## src/rtl/slow_clk_monitor.sv

```systemverilog
`timescale 1ns/1ps
`default_nettype none
// ============================================================================
// Module  : slow_clk_monitor
// Brief   : Synchronizes a slow asynchronous square wave, emits edge pulses,
//           measures period / high time and reports lock and timeout status.
// Revision: 1.0 - initial release
// ============================================================================
module slow_clk_monitor #(
  parameter int unsigned      SYNC_STAGES = 2,
  parameter int unsigned      CNT_W       = 32,
  parameter logic [CNT_W-1:0] TIMEOUT     = CNT_W'(1_000_000)
) (
  input  logic             clk,
  input  logic             resetn,
  input  logic             clk_in_i,
  input  logic             clear_i,
  output logic             rise_pulse_o,
  output logic             fall_pulse_o,
  output logic [CNT_W-1:0] period_o,
  output logic [CNT_W-1:0] high_time_o,
  output logic             period_valid_o,
  output logic             locked_o,
  output logic             timeout_o
);

  localparam logic [0:0]       ST_WAIT_FIRST = 1'b0;
  localparam logic [0:0]       ST_MEASURE    = 1'b1;
  localparam logic [CNT_W-1:0] CNT_ONE       = CNT_W'(1);
  localparam logic [CNT_W-1:0] CNT_MAX       = {CNT_W{1'b1}};

  logic [SYNC_STAGES-1:0] sync_q;
  logic                   sync_w;
  logic                   prev_q;
  logic                   rise_q;
  logic                   fall_q;

  logic [0:0]             state_q, state_d;
  logic [CNT_W-1:0]       cnt_q, cnt_d;
  logic [CNT_W-1:0]       period_q, period_d;
  logic [CNT_W-1:0]       high_q, high_d;
  logic                   pv_q, pv_d;
  logic                   locked_q, locked_d;
  logic                   timeout_q, timeout_d;
  logic                   hi_done_q, hi_done_d;

  assign sync_w = sync_q[SYNC_STAGES-1];

  always_ff @(posedge clk or negedge resetn) begin : p_sync
    if (!resetn) begin
      sync_q <= '0;
      prev_q <= 1'b0;
      rise_q <= 1'b0;
      fall_q <= 1'b0;
    end else begin
      sync_q <= {sync_q[SYNC_STAGES-2:0], clk_in_i};
      prev_q <= sync_w;
      rise_q <= sync_w & ~prev_q;
      fall_q <= ~sync_w & prev_q;
    end
  end

  always_ff @(posedge clk or negedge resetn) begin : p_state_reg
    if (!resetn) begin
      state_q <= ST_WAIT_FIRST;
    end else begin
      state_q <= state_d;
    end
  end

  always_comb begin : p_next_state
    state_d = state_q;
    if (clear_i) begin
      state_d = ST_WAIT_FIRST;
    end else begin
      case (state_q)
        ST_WAIT_FIRST: if (rise_q) state_d = ST_MEASURE;
        default:       if (!rise_q && (cnt_q == TIMEOUT)) state_d = ST_WAIT_FIRST;
      endcase
    end
  end

  always_comb begin : p_outputs
    period_d  = period_q;
    high_d    = high_q;
    pv_d      = 1'b0;
    locked_d  = locked_q;
    timeout_d = timeout_q;
    hi_done_d = hi_done_q;

    if (clear_i) begin
      cnt_d = '0;
    end else if (rise_q) begin
      cnt_d = CNT_ONE;
    end else if (cnt_q != CNT_MAX) begin
      cnt_d = cnt_q + CNT_ONE;
    end else begin
      cnt_d = cnt_q;
    end

    if (clear_i) begin
      period_d  = '0;
      high_d    = '0;
      locked_d  = 1'b0;
      timeout_d = 1'b0;
      hi_done_d = 1'b1;
    end else if (rise_q) begin
      hi_done_d = 1'b0;
      // The first rise after WAIT_FIRST only starts the count.
      if (state_q == ST_MEASURE) begin
        period_d = cnt_q;
        pv_d     = 1'b1;
        locked_d = (cnt_q == period_q);
      end
    end else if (state_q == ST_MEASURE) begin
      if (fall_q && !hi_done_q) begin
        high_d    = cnt_q;
        hi_done_d = 1'b1;
      end
      if (cnt_q == TIMEOUT) begin
        timeout_d = 1'b1;
        locked_d  = 1'b0;
      end
    end
  end

  always_ff @(posedge clk or negedge resetn) begin : p_data_reg
    if (!resetn) begin
      cnt_q     <= '0;
      period_q  <= '0;
      high_q    <= '0;
      pv_q      <= 1'b0;
      locked_q  <= 1'b0;
      timeout_q <= 1'b0;
      hi_done_q <= 1'b1;
    end else begin
      cnt_q     <= cnt_d;
      period_q  <= period_d;
      high_q    <= high_d;
      pv_q      <= pv_d;
      locked_q  <= locked_d;
      timeout_q <= timeout_d;
      hi_done_q <= hi_done_d;
    end
  end

  assign rise_pulse_o   = rise_q;
  assign fall_pulse_o   = fall_q;
  assign period_o       = period_q;
  assign high_time_o    = high_q;
  assign period_valid_o = pv_q;
  assign locked_o       = locked_q;
  assign timeout_o      = timeout_q;

endmodule
`default_nettype wire

```

## config.mk

```make
export PLATFORM = sky130hd
export DESIGN_NAME = slow_clk_monitor
export DESIGN_NICKNAME = d
export VERILOG_FILES = /design/src/rtl/slow_clk_monitor.sv
export SDC_FILE = /design/constraint.sdc
export NUM_CORES = 1
export LEC_CHECK = 0
export ABC_AREA = 1
export BUFFER_PORTS_ARGS = -buffer_cell sky130_fd_sc_hd__buf_2
export CAP_MARGIN = 5
export CELL_PAD_IN_SITES_DETAIL_PLACEMENT = 1
export CELL_PAD_IN_SITES_GLOBAL_PLACEMENT = 2
export CORE_AREA = 2 2 125 127
export DETAILED_ROUTE_END_ITERATION = 7
export DIE_AREA = 0 0 127 129
export HOLD_SLACK_MARGIN = 0.05
export PLACE_DENSITY_LB_ADDON = 0.1
export SYNTH_ARGS = -nofsm -noshare
export SYNTH_HDL_FRONTEND = slang
export SYNTH_SLANG_ARGS = --single-unit
```

## constraint.sdc

```tcl
create_clock -name clk -period 3.3 [get_ports clk]
set_clock_uncertainty 0.2 [all_clocks]
set_input_delay 0.495 -clock clk [delete_from_list [all_inputs] [get_ports clk]]
set_output_delay 0.495 -clock clk [all_outputs]
set_load 0.02 [all_outputs]
```

Yosys cells after proc, flatten, opt, wreduce, memory -nomap -nowiden:

Index checks and enable logic that the tools add are counted.

* bits of input ports: 4
* register bits after elaboration: 106
* word-level logic and storage cells: 68
* bits in latches: 0
* RAM bits: 0
* memories: 0
* bits in read-only memories: 0

* bitwise logic cells: 4
* multiply operators: 0
* add/sub/neg operators: 1
* shifts and indexed selects: 0
* div/mod/pow operators: 0
* reduce and logical (&&, ||, !) cells: 17
* magnitude comparators: 0
* muxes and demuxes: 30
* equality and inequality tests: 4

Operators with widths (number)
* two-way mux 32 bit: 10
* adder 32 x 1 -> 32 bit (second input constant): 1
* equality test 32 x 20 -> 1 bit (second input constant): 1
* equality test 32 bit: 1
* != test 32 bit (second input constant): 1
* two-way mux 1 bit: 20
* nonzero test 3 bit: 4
* nonzero test 2 bit: 4
* AND reduction 2 bit: 3
* AND reduction 3 bit: 2
* bitwise AND 1 bit: 2
* logical AND 1 bit: 2
* zero test 1 bit: 2
* != test 2 bit (second input constant): 1
* inverter 1 bit: 2

Logic depth before layout (Yosys ltp):

* depth after elaboration: 6
* depth in mapped cells: 12
* mapped depth without buffers: 11

Worst setup path after synthesis:

No wires, ideal clock.

* path kind: register to register
* from: register cnt_q[0]
* to: register cnt_q[0]
* period minus slack after synthesis: 1.825 ns
* setup time: 0.127 ns
* path slack: 1.475 ns
* cell stages (with the launch flop): 12
* required time: 2.973 ns
* data arrival time: 1.498 ns
* path buffers: 1
* cells stage by stage: dfrtp_1 ha_1 nand3_2 inv_2 nand2_2 clkinv_2 nand2_2 nor2_4 nand2_2 buf_6 o211ai_1 o21ai_1

* cells in the longest elaborated chain, start to end: 4
* elaborated cells on any way between the ends: 6
* those cells by class: add/sub: 1; eq/ne: 1; mux: 3; reduce/logical: 1

RTL lines
* start, declared: line 39 `logic [CNT_W-1:0] cnt_q, cnt_d;`
* start signal, assigned: line 137 `cnt_q <= cnt_d;`
* adder 32 x 1 -> 32 bit: line 96 `cnt_d = cnt_q + CNT_ONE;`
* two-way mux 32 bit: line 95 `end else if (cnt_q != CNT_MAX) begin`
* two-way mux 32 bit: line 93 `end else if (rise_q) begin`
* two-way mux 32 bit: line 91 `if (clear_i) begin`

Parallel ways exist; a longest one is shown, timed or not. The select of a mux whose other input is x is not followed.
A chain may end at the register's enable or synchronous reset.

Worst setup path in the final report:

* from: register cnt_q[2]
* to: register cnt_q[31]

The elaborated chain is that of the path after synthesis.

==> impl_metrics.ini <==
[synth]
yosysUniqueCellTypes = 32
mappedNetlistArea_um2 = 5295
synthCells = 693
syn_nets = 699
synth_ff_type = dfrtp_1
synth_area_per_cell_um2 = 7.641
synthArstFlopShare = 1.000
yosysWarningCount = 0
synth_edf_count = 0
ys_ff_latch = 106
ys_seq_area_frac = 0.5012

[run_status]
status = complete, no violations

[setup_path]
crit_type = reg -> reg
cp.required_ns = 3.39
cp_max_fo = 7
worstPathCellList = nand3_1 -> inv_1 -> nand2_1 -> nor2_1 -> nand2_1 -> nand2_1 -> nand3_1 -> o21ai_1
timing.critical_path.mode_cell = nand2_1
max_stage_delay_ns = 0.46
cp_slowest_cell = dfrtp_1
critPathBufInv = 1
worst_path_dominant_cell_family = simple AND/OR/NAND/NOR gates
critPathArrivalTime_ns = 2.29
end_kind = register
cp-start-kind = register

[sta]
rsz0062_at_grt = no
fin_setup_tns_ns = 0
fmax_mhz = 453.0
slew_headroom = 0.5260
finalMaxSlewViolations = 0
tightest_slew_ns = 0.7109
setup-violations-final = 0
post-route-min-period_ns = 2.208
post-route-period-util = 0.6690
finalHoldViolCount = 0

[placed_design]
io_buffers = 72
post-dp-hpwl_um = 13250
gp_congestion = 0.8910
placed_area_um2 = 5899

[min_path]
hp-class = reg -> reg

[power_and_ir_drop]
peakVddDrop_v = 0.0002239
p_leak_nw = 2.910
powerDensity_nw_per_um2 = 413.5

[layout]
drive_gt1_frac = 0.1606
fill_cells = 1881
layout_commonest_cell = nand2_1
insertedDiodeCount = 0
layout_common_cells = nand2_1, dfrtp_1, nor2_1
final_nets = 773
design_area_um2 = 6221
syn_to_final_growth_pct = 17.49

[route]
dr.pass1.iters = 4
wl_per_cell_um = 18.73
drt-total-wl_um = 17980
drt_iter0_drc = 226
via_per_inst = 5.099
ant_nets = 0
drc = 0
vias = 4895

[clocking]
cts_buffer_depth = 2
post-cts-setup-buffers = 0
ctsHoldBuffers = 2
cts_tree = yes
htree_levels = 3
worstSkewPairLatency_ns = 0.36
clk_pin_slew_ns = 0.07
cts_resized = 0
cts_buffers = 9
cts.sink_count = 106
root_buffer = clkbuf_16

[floorplan]
die_width_um = 127
io_pins = 73
initial_core_util = 0.3536
num_rows = 45
dieHeight_um = 129
die_area_um2 = 16380
coreArea_um2 = 14980

[global_route]
grt_max_degree = 58
antenna_found_initial = 0
grt_pass1_wl_um = 28570
gr-total-overflow = 0
grtUsageTotal = 0.2289
grt_pass1_vias = 5047

[flow_run]
drv_cap = 0
## worst reg2reg max path: cells and delay by family, from the launching register on
kind | cells | cell delay (ns)
compound gates | 1 | 0.12
buf+inv | 1 | 0.26
flops | 1 | 0.46
simple gates | 6 | 1.09
## layer usage
metal | share of wire | vias up | routed length [um] | GRT usage
li1 | - | 2376 | - | -
met1 | 0.48 | 2438 | 8626 | 0.3151
met2 | 0.48 | 68 | 8716 | 0.3849
met3 | 0.023 | 13 | 416 | 0.02412
met4 | 0.012 | 0 | 218 | 0.06658
met5 | 0 | - | 0 | 0
## worst paths after layout
| check | start | end | slack, ns | cells after the start |
|---|---|---|---|---|
| min reg2reg | sync_q[0] | sync_q[1] | 0.16 | 0 |
| max in group asynchronous | resetn | hi_done_q | 1.57 | 3 |
| min | sync_q[0] | sync_q[1] | 0.16 | 0 |
| max | cnt_q[2] | cnt_q[31] | 1.09 | 8 |
| max reg2reg | cnt_q[2] | cnt_q[31] | 1.09 | 8 |
| min in group asynchronous | resetn | high_time_o[6] | 0.52 | 2 |
## cell usage after synthesis (6+ instances only)
master / n / share of area
nor2_1: 79 / 0.056
nand4_1: 10 / 0.012
clkbuf_1: 14 / 0.0099
nand2_1: 192 / 0.14
nor3_1: 14 / 0.013
nor2_2: 6 / 0.0071
nand3_1: 43 / 0.041
o21ai_0: 69 / 0.065
inv_2: 6 / 0.0043
dfrtp_1: 105 / 0.50
xnor2_1: 7 / 0.012
o21ai_1: 9 / 0.0085
inv_1: 78 / 0.055
o22ai_1: 24 / 0.028
## stage by stage
| stage | utilization | hold slack (ns) | cells | worst slack [ns] | total power (W) |
|---|---|---|---|---|---|
| after global routing | 0.4154 | 0.1718 | 960 | 0.9389 | 0.002668 |
| after floorplan | - | -0.0005910 | 693 | 1.475 | 0.001402 |
| final | 0.4154 | 0.1610 | 960 | 1.092 | 0.002572 |
| after detailed placement | 0.3939 | 0.1364 | 942 | 0.8654 | 0.001479 |
| after CTS | 0.4154 | 0.1642 | 960 | 1.081 | 0.002614 |
| after global placement | 0.3939 | 0.1465 | 942 | 0.9399 | 0.001476 |
## layout make-up
class                           count  area, um2  area share
Clock inverter                      7      76.32     0.01227
Timing Repair Buffer               85      478.0     0.07683
Sequential cell                   106       2654      0.4266
Multi-Input combinational cell    478       2225      0.3576
Inverter                           87      327.8     0.05269
Tap cell                          188      235.2     0.03781
Clock buffer                        9      225.2     0.03620
## state kept, by name, indices dropped and copies added, names as in the netlist, 2 cells and up
signal,flops
high_time_o,32
cnt_q,32
period_o,32
sync_q,2
## cell families after synthesis
kind of cell,Yosys count,share of synthesized area
and+or+nand+nor,355,0.2852
AOI/OAI and AO/OA,113,0.1141
buffers and inverters,109,0.08152
DFF,106,0.5012
xor gates and xnor gates,8,0.01323
adders and majority gates,2,0.004725
## power by group
| part | total [W] | switching [W] | internal (W) | leakage (nW) |
|---|---|---|---|---|
| registers | 0.00132 | 0.00000963 | 0.00131 | 1.46 |
| clock network | 0.00112 | 0.000525 | 0.000595 | 0.142 |
| logic | 0.000133 | 0.000104 | 0.0000292 | 1.30 |
Note: power is estimated with default switching activity, not from simulation.
